## src/rtl/hermes_input_buffer_pkg.sv

```systemverilog
// Shared types for the Hermes router input stage.
//   hermes_ibuf_state_t : input-buffer packet FSM states
package hermes_input_buffer_pkg;

  typedef enum logic [2:0] {
    S_IDLE,
    S_REQ,
    S_HEADER,
    S_SIZE,
    S_PAYLOAD
  } hermes_ibuf_state_t;

endpackage

```

## src/rtl/hermes_input_buffer_fifo.sv

```systemverilog
// Circular flit FIFO for the Hermes input buffer.
// Ports:
//   i_clk, i_rst     : clock, synchronous active-high reset
//   i_wr, i_data     : write strobe and flit (refused when full)
//   i_rd             : pop the head flit (ignored when empty)
//   o_data           : head flit, combinational from registered state
//   o_full, o_empty  : occupancy flags
module hermes_fifo #(
  parameter int FLIT_SIZE   = 32,
  parameter int BUFFER_SIZE = 8
) (
  input  logic                 i_clk,
  input  logic                 i_rst,
  input  logic                 i_wr,
  input  logic [FLIT_SIZE-1:0] i_data,
  input  logic                 i_rd,
  output logic [FLIT_SIZE-1:0] o_data,
  output logic                 o_full,
  output logic                 o_empty
);

  localparam int CW = $clog2(BUFFER_SIZE + 1);
  localparam int PW = $clog2(BUFFER_SIZE);

  logic [FLIT_SIZE-1:0] r_mem [BUFFER_SIZE];
  logic [PW-1:0]        r_wptr, r_rptr;
  logic [CW-1:0]        r_count;
  logic                 w_wr, w_rd;

  assign o_full  = (r_count == CW'(BUFFER_SIZE));
  assign o_empty = (r_count == '0);
  assign w_wr    = i_wr && !o_full;
  assign w_rd    = i_rd && !o_empty;
  assign o_data  = r_mem[r_rptr];

  // Storage needs no reset; only pointers and count define validity.
  always_ff @(posedge i_clk) begin
    if (w_wr) r_mem[r_wptr] <= i_data;
  end

  // BUFFER_SIZE is a power of two, so pointers wrap by natural overflow.
  always_ff @(posedge i_clk) begin
    if (i_rst) begin
      r_wptr  <= '0;
      r_rptr  <= '0;
      r_count <= '0;
    end else begin
      if (w_wr) r_wptr <= r_wptr + PW'(1);
      if (w_rd) r_rptr <= r_rptr + PW'(1);
      case ({w_wr, w_rd})
        2'b10:   r_count <= r_count + CW'(1);
        2'b01:   r_count <= r_count - CW'(1);
        default: r_count <= r_count;
      endcase
    end
  end

endmodule

```

## src/rtl/hermes_input_buffer.sv

```systemverilog
// Hermes router per-port input stage.
// Ports:
//   clk_i, rst_i          : clock, synchronous active-high reset
//   rx_i, data_i, credit_o: incoming link, credit flow control
//   h_o, ack_h_i          : routing request / grant with switch control
//   data_av_o, data_o,
//   data_ack_i            : head flit toward the crossbar and its consume strobe
//   sender_o              : packet in progress (falls when the packet is done)
module hermes_input_buffer
  import hermes_input_buffer_pkg::*;
#(
  parameter int FLIT_SIZE   = 32,
  parameter int BUFFER_SIZE = 8
) (
  input  logic                 clk_i,
  input  logic                 rst_i,
  input  logic                 rx_i,
  input  logic [FLIT_SIZE-1:0] data_i,
  output logic                 credit_o,
  output logic                 h_o,
  input  logic                 ack_h_i,
  output logic                 data_av_o,
  output logic [FLIT_SIZE-1:0] data_o,
  input  logic                 data_ack_i,
  output logic                 sender_o
);

  hermes_ibuf_state_t   r_state;
  logic [FLIT_SIZE-1:0] r_remaining;
  logic                 w_full, w_empty, w_wr, w_rd, w_xfer_state;

  assign credit_o     = !rst_i && !w_full;
  assign w_wr         = rx_i && credit_o;
  assign w_xfer_state = (r_state == S_HEADER) || (r_state == S_SIZE) ||
                        (r_state == S_PAYLOAD);
  assign data_av_o    = !rst_i && w_xfer_state && !w_empty;
  assign w_rd         = data_av_o && data_ack_i;
  assign h_o          = !rst_i && (r_state == S_REQ);
  assign sender_o     = !rst_i && (r_state != S_IDLE);

  hermes_fifo #(
    .FLIT_SIZE  (FLIT_SIZE),
    .BUFFER_SIZE(BUFFER_SIZE)
  ) u_fifo (
    .i_clk  (clk_i),
    .i_rst  (rst_i),
    .i_wr   (w_wr),
    .i_data (data_i),
    .i_rd   (w_rd),
    .o_data (data_o),
    .o_full (w_full),
    .o_empty(w_empty)
  );

  // Flit order within a packet: header, size (payload count), payload...
  // Every transition out of a transfer state is gated by an actual read.
  always_ff @(posedge clk_i) begin
    if (rst_i) begin
      r_state     <= S_IDLE;
      r_remaining <= '0;
    end else begin
      case (r_state)
        S_IDLE:    if (!w_empty) r_state <= S_REQ;
        S_REQ:     if (ack_h_i)  r_state <= S_HEADER;
        S_HEADER:  if (w_rd)     r_state <= S_SIZE;
        S_SIZE: if (w_rd) begin
          r_remaining <= data_o;
          r_state     <= (data_o == '0) ? S_IDLE : S_PAYLOAD;
        end
        S_PAYLOAD: if (w_rd) begin
          r_remaining <= r_remaining - FLIT_SIZE'(1);
          if (r_remaining == FLIT_SIZE'(1)) r_state <= S_IDLE;
        end
        default:   r_state <= S_IDLE;
      endcase
    end
  end

endmodule
```

## config.mk

```make
export PLATFORM = sky130hd
export DESIGN_NAME = hermes_input_buffer
export DESIGN_NICKNAME = d
export VERILOG_FILES = /design/src/rtl/hermes_input_buffer_pkg.sv /design/src/rtl/hermes_input_buffer_fifo.sv /design/src/rtl/hermes_input_buffer.sv
export SDC_FILE = /design/constraint.sdc
export NUM_CORES = 1
export LEC_CHECK = 0
export ABC_AREA = 1
export CORE_MARGIN = 2
export CORE_UTILIZATION = 40
export CTS_BUF_LIST = sky130_fd_sc_hd__clkbuf_8
export DETAILED_ROUTE_END_ITERATION = 8
export SLEW_MARGIN = 25
export SYNTH_ARGS = -nofsm -noshare
export SYNTH_HDL_FRONTEND = slang
export SYNTH_SLANG_ARGS = --single-unit
```

## constraint.sdc

```tcl
create_clock -name clk_i -period 4.2 [get_ports clk_i]
set_input_delay 0.84 -clock clk_i [delete_from_list [all_inputs] [get_ports clk_i]]
set_output_delay 0.84 -clock clk_i [all_outputs]
set_load 0.02 [all_outputs]
```

==> results of run 1 <==
==> routing by layer <==
| metal | wire length [um] | GRT usage (%) |
|---|---|---|
| met5 | 13 | 0 |
| met4 | 871 | 6.68 |
| met3 | 2280 | 3.81 |
| met2 | 15900 | 31.1 |
| met1 | 16100 | 26.8 |
==> synthesized netlist by cell type <==
cell type / instances / area share (%)
a31oi_1: 2 / 0.090
nor2_1: 80 / 2.2
nand3b_1: 6 / 0.32
nor3_2: 1 / 0.072
o21ai_1: 7 / 0.25
a21oi_1: 49 / 1.8
inv_2: 5 / 0.13
nor2_2: 3 / 0.13
nand3_1: 150 / 5.4
o22ai_1: 1 / 0.045
nand2_1: 500 / 13
nand4_1: 7 / 0.31
nand3_2: 1 / 0.072
clkbuf_1: 13 / 0.35
nor3_1: 11 / 0.39
buf_2: 32 / 1.1
nand2_2: 4 / 0.18
inv_1: 227 / 6.1
xnor2_1: 2 / 0.13
buf_4: 16 / 0.86
a21boi_0: 1 / 0.054
ha_1: 7 / 0.63
o221ai_1: 1 / 0.063
nor4_1: 2 / 0.090
o211ai_1: 10 / 0.54
a221oi_1: 2 / 0.13
and3_1: 2 / 0.090
o311ai_0: 1 / 0.063
dfxtp_1: 48 / 6.9
o21bai_1: 3 / 0.16
o21ai_0: 47 / 1.7
buf_6: 1 / 0.081
xor2_1: 9 / 0.56
or2_2: 1 / 0.045
nor2_4: 3 / 0.24
edfxtp_1: 256 / 55
o21a_1: 2 / 0.11
buf_1: 6 / 0.16
==> where the power goes <==
part	switching, mW	total, mW	internal [mW]	leakage [nW]
registers	0.0304	3.35	3.32	2.70
clock network	1.19	2.39	1.21	0.543
logic	0.474	0.717	0.243	3.63
total	1.69	6.46	4.77	6.88
==> metrics by stage <==
stage | instances | instance area, um2 | util, % | power (mW)
after floorplan | 1519 | 14000 | - | 3.82
after global placement | 2004 | 15200 | 44.1 | 4.12
after detailed placement | 2004 | 15200 | 44.1 | 4.13
after CTS | 2098 | 16100 | 46.7 | 6.52
after global routing | 2099 | 16100 | 46.8 | 6.73
final | 2099 | 16100 | 46.8 | 6.46
==> tightest hold or removal path, stage by stage (launching register included) <==
cell and delay, ns:
dfxtp_1 0.32, nand2_1 0.06, a21oi_1 0.06
==> how the worst max path moves through the flow <==
stage	from	end	slack (ns)	depth (start not counted)
final	flop	data_o[26]	0.23	8
after global placement	flop	data_o[19]	0.74	7
after detailed placement	flop	data_o[19]	0.70	7
after CTS	flop	data_o[19]	0.05	7
after floorplan	rst_i	u_fifo.r_mem[0][0]$_DFFE_PP_	0.54	6
after global routing	flop	data_o[26]	0.03	8
==> sequential cells by signal, summed over array words and instances, names as in the netlist, named ones only <==
register	cells
u_fifo.r_mem	256
r_state	3
u_fifo.r_count	4
u_fifo.r_rptr	3
u_fifo.r_wptr	3
r_remaining	32
==> layout make-up <==
cell class / count / area, um2 / area share (%)
Antenna cell: 1 / 2.50 / 0.0155
Clock buffer: 55 / 757 / 4.70
Clock inverter: 39 / 168 / 1.04
Inverter: 232 / 872 / 5.41
Multi-Input combinational cell: 915 / 4130 / 25.7
Sequential cell: 304 / 8650 / 53.7
Tap cell: 455 / 569 / 3.53
Timing Repair Buffer: 98 / 957 / 5.94
==> cell families after synthesis <==
kind of cell / count (synthesis) / synth area share, %
AND/OR/NAND/NOR: 771 / 22.9
flip-flops: 304 / 62.0
buffers and inverters: 300 / 8.84
AO/OA/AOI/OAI: 126 / 4.94
XOR/XNOR: 11 / 0.690
adder cells (fa/ha/maj): 7 / 0.628
==> results.cfg, run 1 <==
[timing]
fin_ws_ns = 0.229
rsz0062_at_grt = false
fin_skew_ns = 0.0274
fin_crit_sh_pct = 94.5
finalSetupTns_ns = 0
layout_min_cycle_time_ns = 3.97
final_hold_viol_count = 0
hold_slack_ns = 0.485
worst_pin_slew_ns = 0.883
drv_slew = 0
setup_viol_count_final = 0
fmax_mhz = 252
relSlewSlack_pct = 41.1

[synthesis]
yosys_warnings = 0
synth_area_per_cell_um2 = 9.19
synth_area_mm2 = 0.0140
yosysUniqueCellTypes = 38
synthCells = 1519
synth.net_count = 1563
synth_seq_area_share_pct = 62.0
ys_ff_latch = 304

[job]
cap_violations = 0

[setup_path]
r2r_slack_ns = 1.38
start_kind = flop
crit_family = buffers and inverters
path_max_fanout = 52
cp-end-kind = primary output
reg2reg_depth = 13
critPathArrivalTime_ns = 3.13
cp_slowest_cell = dfxtp_4
crit-reg2reg-capture = r_state[2]$_SDFFE_PP0P_
path_buf_inv = 4
crit_chain = clkinv_2, buf_4, nand2_1, nand3_1, nand3_1, nand2_1, inv_1, clkdlybuf4s50_1
max_stage_delay_ns = 0.69
critical_path_class = flop to primary output
required_ns = 3.36

[route]
vias = 10300
wirelength_um = 35200
vias_per_cell = 4.92
final_antenna_net_count = 0
dr.first_iter.drc_count = 782
wl_per_cell_um = 16.8
first_pass_iters = 5
drc = 0

[placed_design]
io_buffers = 72
dp_slack_ns = 0.698
dp_hpwl_um = 21300
finalWeightedCongestion = 0.881

[global_routing]
grt_max_degree = 77
antenna_found_initial = 2
grt_pass1_wl_um = 54800
grt_overflow_total = 0
grt_pass1_vias = 9853
grt_use_total_pct = 19.6

[cells_and_area]
final_common_cell = nand2_1
fin_nets = 1647
nFillCells = 3258
post_route_cells_drive_above_1_share_pct = 7.12
layout_common_cells = nand2_1 (500), edfxtp_1 (256), inv_1 (246)
area_growth_pct = 15.5

[clocking]
cts_resized = 0
clockBufferDepth = 3
clk_latency_ns = 0.60
root_buffer = clkbuf_8
post_cts_buffers = 0
cts_tree = yes
numCtsBuffers = 52
cts-htree-levels = 2
numClockSinks = 304
cts_hold_buf = 0
clk_transition_reported_paths_ns = 0.06

[hold_path]
min_path_type = flop to flop
worstHoldEndpoint = r_remaining[31]$_SDFFE_PP0P_
min_path_cells = 2
hp-start = r_remaining[31]$_SDFFE_PP0P_

[outcome]
outcome = complete, no violations

[die]
rows = 68
io_pins = 73
die_area_mm2 = 0.0364
initial_core_util_pct = 40.5
die_x_um = 191
die_height_um = 191
core-area_mm2 = 0.0345

[power_and_ir_drop]
ir_drop_uv = 209
power.density_mw_per_mm2 = 401
p_leak_nw = 6.88
(Power assumes the default switching activity.)
==> inputs of run 2 (changes only) <==
- ABC_AREA: 1 -> default
- SKIP_CTS_REPAIR_TIMING: default -> 1
==> results.cfg, run 2 <==
[global_routing]
grt_max_degree = 40
grt_pass1_wl_um = 48700
antenna_found_initial = 0
grt_overflow_total = 0
grt_pass1_vias = 8236
grt_use_total_pct = 19.3

[timing]
finalSetupTns_ns = 0
relSlewSlack_pct = 47.7
fin_skew_ns = 0.0217
rsz0062_at_grt = false
setup_viol_count_final = 0
fin_crit_sh_pct = 92.5
worst_pin_slew_ns = 0.782
layout_min_cycle_time_ns = 3.88
final_hold_viol_count = 0
fmax_mhz = 258
drv_slew = 0

[route]
dr.first_iter.drc_count = 714
final_antenna_net_count = 0
wirelength_um = 32300
vias = 8224
wl_per_cell_um = 22.1
first_pass_iters = 5
drc = 0
vias_per_cell = 5.63

[clocking]
clockBufferDepth = 3
numCtsBuffers = 52
clk_latency_ns = 0.58
numClockSinks = 304
cts_tree = yes
clk_transition_reported_paths_ns = 0.06
cts-htree-levels = 2
root_buffer = clkbuf_8

[setup_path]
start_kind = flop
path_max_fanout = 14
crit_family = buffers and inverters
cp-end-kind = primary output
path_buf_inv = 3
cp_slowest_cell = clkdlybuf4s50_1
critical_path_class = flop to primary output
critPathArrivalTime_ns = 3.04
required_ns = 3.36
max_stage_delay_ns = 0.57
cp_common_cell = buf_4
crit_chain = nor2b_2, buf_4, buf_4, a22oi_1, and2_1, clkdlybuf4s50_1

[placed_design]
io_buffers = 72
finalWeightedCongestion = 0.796
dp_hpwl_um = 19800
dpl-instance-area_mm2 = 0.0142
dp_cells = 1373

[synthesis]
yosys_warnings = 0
yosysMostFrequentCell = edfxtp_1
synth_area_mm2 = 0.0129
synthTopCellsByCount = edfxtp_1 (256), mux2i_1 (130), a22oi_1 (87)
synth_ff_type = edfxtp_1
synth_area_per_cell_um2 = 14.0
synth.net_count = 964
synthCells = 920
synth_edf_count = 256
synth_top_area_share_pct = 59.8
ys_ff_latch = 304
synthTopCellsByArea = edfxtp_1 (60%), mux2i_1 (10%), dfxtp_1 (7.5%)
synthArstFlopShare_pct = 0
synth_seq_area_share_pct = 67.3
synth.largest_area_cell = edfxtp_1
yosysUniqueCellTypes = 60

[cells_and_area]
fin_nets = 1069
num_antenna_cells = 0
largest_register_ffs = 256
final_util_pct = 47.9
layout_common_cells = edfxtp_1 (256), mux2i_1 (130), a22oi_1 (87)
post_route_cells_drive_above_1_share_pct = 11.5
largestRegisters = u_fifo.r_mem: 256 flops, r_remaining: 32 flops, u_fifo.r_count: 4 flops
finish.instance_area_mm2 = 0.0151
fin_cells = 1461
final_common_cell = edfxtp_1
area_growth_pct = 17.7
regMostFlops = u_fifo.r_mem

[hold_path]
min_path_type = flop to flop

[power_and_ir_drop]
ir_drop_uv = 250
p_leak_nw = 4.82
totalPowerFinal_mw = 6.12
power.density_mw_per_mm2 = 404

[die]
io_pins = 73
initial_core_util_pct = 40.6
rows = 65
die_height_um = 183
die_x_um = 183
core-area_mm2 = 0.0316
die_area_mm2 = 0.0336

[job]
cap_violations = 0

[outcome]
outcome = complete, no violations
## run 2: cell count changes in the layout (fill, tap and decap cells not counted), moves of 9 or more
cell	previous run	this run
inv_1	246	24
o211ai_1	10	1
nand2_1	500	33
buf_4	22	31
a21oi_1	49	39
nand3_1	150	13
o21ai_0	47	36
and2_1	0	33
nor2_1	72	47
mux2i_1	0	130
a22oi_1	0	87
## run 2: area by class of cell
type / instances / area (um2)
clock buffer: 54 / 743
sequential: 304 / 8650
fill: 2759 / 16500
multi-input combinational: 552 / 4030
timing repair buffer: 106 / 1010
tap: 402 / 503
inverter: 9 / 33.8
clock inverter: 34 / 168
## run 2: per-stage QoR
step	worst slack (ns)	hold WS (ns)
6_report	0.317	0.476
5_1_grt	0.222	0.505
4_1_cts	0.285	0.474
3_5_place_dp	0.896	0.461
3_3_place_gp	0.885	0.464
2_1_floorplan	0.565	0.445
## run 2: final timing paths
kind,startpoint,endpoint,slack (ns),cells after the start
min,r_remaining[20]$_SDFFE_PP0P_,r_remaining[20]$_SDFFE_PP0P_,0.48,2
max reg2reg,flop,r_state[2]$_SDFFE_PP0P_,1.22,8
min reg2reg,r_remaining[20]$_SDFFE_PP0P_,r_remaining[20]$_SDFFE_PP0P_,0.48,2
max,flop,data_o[31],0.32,6
## run 2: cells by family (layout without fill, tap and decap cells)
logic type | count (synthesis) | after routing | synth area share, %
flip-flops | 304 | 304 | 67.3
AO/OA/AOI/OAI | 210 | 210 | 11.1
AND/OR/NAND/NOR | 198 | 198 | 8.28
multiplexers | 131 | 131 | 10.2
buffers and inverters | 64 | 203 | 2.05
adder cells (fa/ha/maj) | 7 | 7 | 0.681
XOR/XNOR | 6 | 6 | 0.409
## run 2: worst min-delay path, delay by kind of cell, from the launching register on
kind,cells,cell delay [ns]
AOI/OAI and AO/OA,2,0.13
DFF,1,0.30
## run 2: metal layers
metal | vias to the layer above | GRT usage, % | routed length (um)
li1 | 3799 | - | -
met1 | 4107 | 26.1 | 14200
met2 | 262 | 31.3 | 15200
met3 | 56 | 3.47 | 2060
met4 | 0 | 6.82 | 881
met5 | - | 0 | 0
## run 2: report_power, final
| group | switching [mW] | total [mW] | internal, mW |
|---|---|---|---|
| sequential | 0.0362 | 3.35 | 3.31 |
| combinational | 0.238 | 0.406 | 0.168 |
| clock | 1.12 | 2.36 | 1.24 |
| total | 1.40 | 6.12 | 4.72 |
==> inputs of run 3 (changes only) <==
- clock period: 4.2 -> 4.03 ns (I/O delays scaled with it)
==> results.cfg, run 3 (synthesis results as in run 2) <==
[cells_and_area]
finish.instance_area_mm2 = 0.0151
area_growth_pct = 17.7
post_route_cells_drive_above_1_share_pct = 11.4
largest_register_ffs = 256
layout_common_cells = edfxtp_1 (256), mux2i_1 (130), a22oi_1 (87)
nFillCells = 2706
largestRegisters = u_fifo.r_mem: 256 flops, r_remaining: 32 flops, u_fifo.r_count: 4 flops
multiInputGateArea_mm2 = 0.00403
num_antenna_cells = 0
seqCellArea_mm2 = 0.00865
final_common_cell = edfxtp_1
regMostFlops = u_fifo.r_mem
fin_nets = 1064

[timing]
fin_skew_ns = 0.0160
fmax_mhz = 264
drv_slew = 0
final_hold_viol_count = 0
worst_pin_slew_ns = 0.814
setup_viol_count_final = 0
finalSetupTns_ns = 0
rsz0062_at_grt = false
fin_crit_sh_pct = 94.1
layout_min_cycle_time_ns = 3.79
relSlewSlack_pct = 45.6

[power_and_ir_drop]
power.density_mw_per_mm2 = 425
ir_drop_uv = 263
p_leak_nw = 4.84

[setup_path]
critical_path_class = flop to primary output
cp-end-kind = primary output
critPathArrivalTime_ns = 2.98
required_ns = 3.22
path_max_fanout = 27
start_kind = flop

[clocking]
clk_latency_ns = 0.58
clk_transition_reported_paths_ns = 0.06
numCtsBuffers = 51
clockBufferDepth = 3
cts_tree = yes
cts-htree-levels = 2
numClockSinks = 304
root_buffer = clkbuf_8

[placed_design]
dpl-instance-area_mm2 = 0.0142
dp_hpwl_um = 19700
finalWeightedCongestion = 0.789
io_buffers = 72

[die]
rows = 65
die_area_mm2 = 0.0336
core-area_mm2 = 0.0316
io_pins = 73
die_x_um = 183
die_height_um = 183
initial_core_util_pct = 40.6

[hold_path]
min_path_type = flop to flop

[job]
cap_violations = 0

[global_routing]
grt_pass1_vias = 7970
grt_max_degree = 40
antenna_found_initial = 0
grt_use_total_pct = 19.4
grt_pass1_wl_um = 48800
grt_overflow_total = 0

[route]
wirelength_um = 32200
wl_per_cell_um = 22.0
drc = 0
first_pass_iters = 5
highest_layer = met4
vias = 8080
vias_per_cell = 5.53
final_antenna_net_count = 0
wl_met2_um = 15000
dr.first_iter.drc_count = 718
met1Wirelength_um = 14800
met3_length_um = 1810

[outcome]
outcome = complete, no violations
-- run 3: cell types whose count changed in the layout (fill, tap and decap cells not counted), sizes merged --
cell    previous run  this run
bufinv             1         0
clkinv            16         9
buf               35        31
clkbuf            54        58
inv               25        34
-- run 3: final timing paths --
check / start / end / slack [ns] / cells after the start
max: flop / data_o[31] / 0.24 / 5
min: r_remaining[20]$_SDFFE_PP0P_ / r_remaining[20]$_SDFFE_PP0P_ / 0.48 / 2
min reg2reg: r_remaining[20]$_SDFFE_PP0P_ / r_remaining[20]$_SDFFE_PP0P_ / 0.48 / 2
max reg2reg: flop / r_state[2]$_SDFFE_PP0P_ / 1.14 / 7
-- run 3: cell type report --
cell class | instances | area share, %
Inverter | 9 | 0.223
Clock inverter | 35 | 1.02
Timing Repair Buffer | 102 | 6.38
Multi-Input combinational cell | 552 | 26.6
Sequential cell | 304 | 57.2
Tap cell | 402 | 3.32
Clock buffer | 58 | 5.27
-- run 3: power by group --
part | leakage [nW] | internal [mW] | switching [mW] | total, mW
clock | 0.573 | 1.32 | 1.20 | 2.51
sequential | 2.70 | 3.45 | 0.0369 | 3.49
combinational | 1.57 | 0.174 | 0.251 | 0.426
-- run 3: through the flow --
| step | total power, mW | utilization [%] | cells | hold WS [ns] | worst slack (ns) |
|---|---|---|---|---|---|
| CTS | 6.49 | 47.8 | 1462 | 0.474 | 0.235 |
| floorplan | 3.77 | - | 920 | 0.445 | 0.429 |
| finish | 6.43 | 47.8 | 1462 | 0.480 | 0.239 |
| global placement | 3.98 | 44.8 | 1369 | 0.468 | 0.865 |
| detailed placement | 3.98 | 44.8 | 1369 | 0.467 | 0.868 |
| global route | 6.69 | 47.8 | 1462 | 0.516 | 0.116 |
-- run 3: routing by layer --
layer / GRT usage (%) / vias up
met5: 0 / -
met1: 27.5 / 4013
met4: 5.28 / 0
met2: 30.7 / 221
met3: 3.69 / 45
li1: - / 3801
-- run 3: critical path, cell delays in order, from the launching register on --
cell and delay (ns):
dfxtp_4 0.65, buf_4 0.38, mux2i_1 0.12, a22oi_1 0.28, and2_1 0.30, clkdlybuf4s50_1 0.64
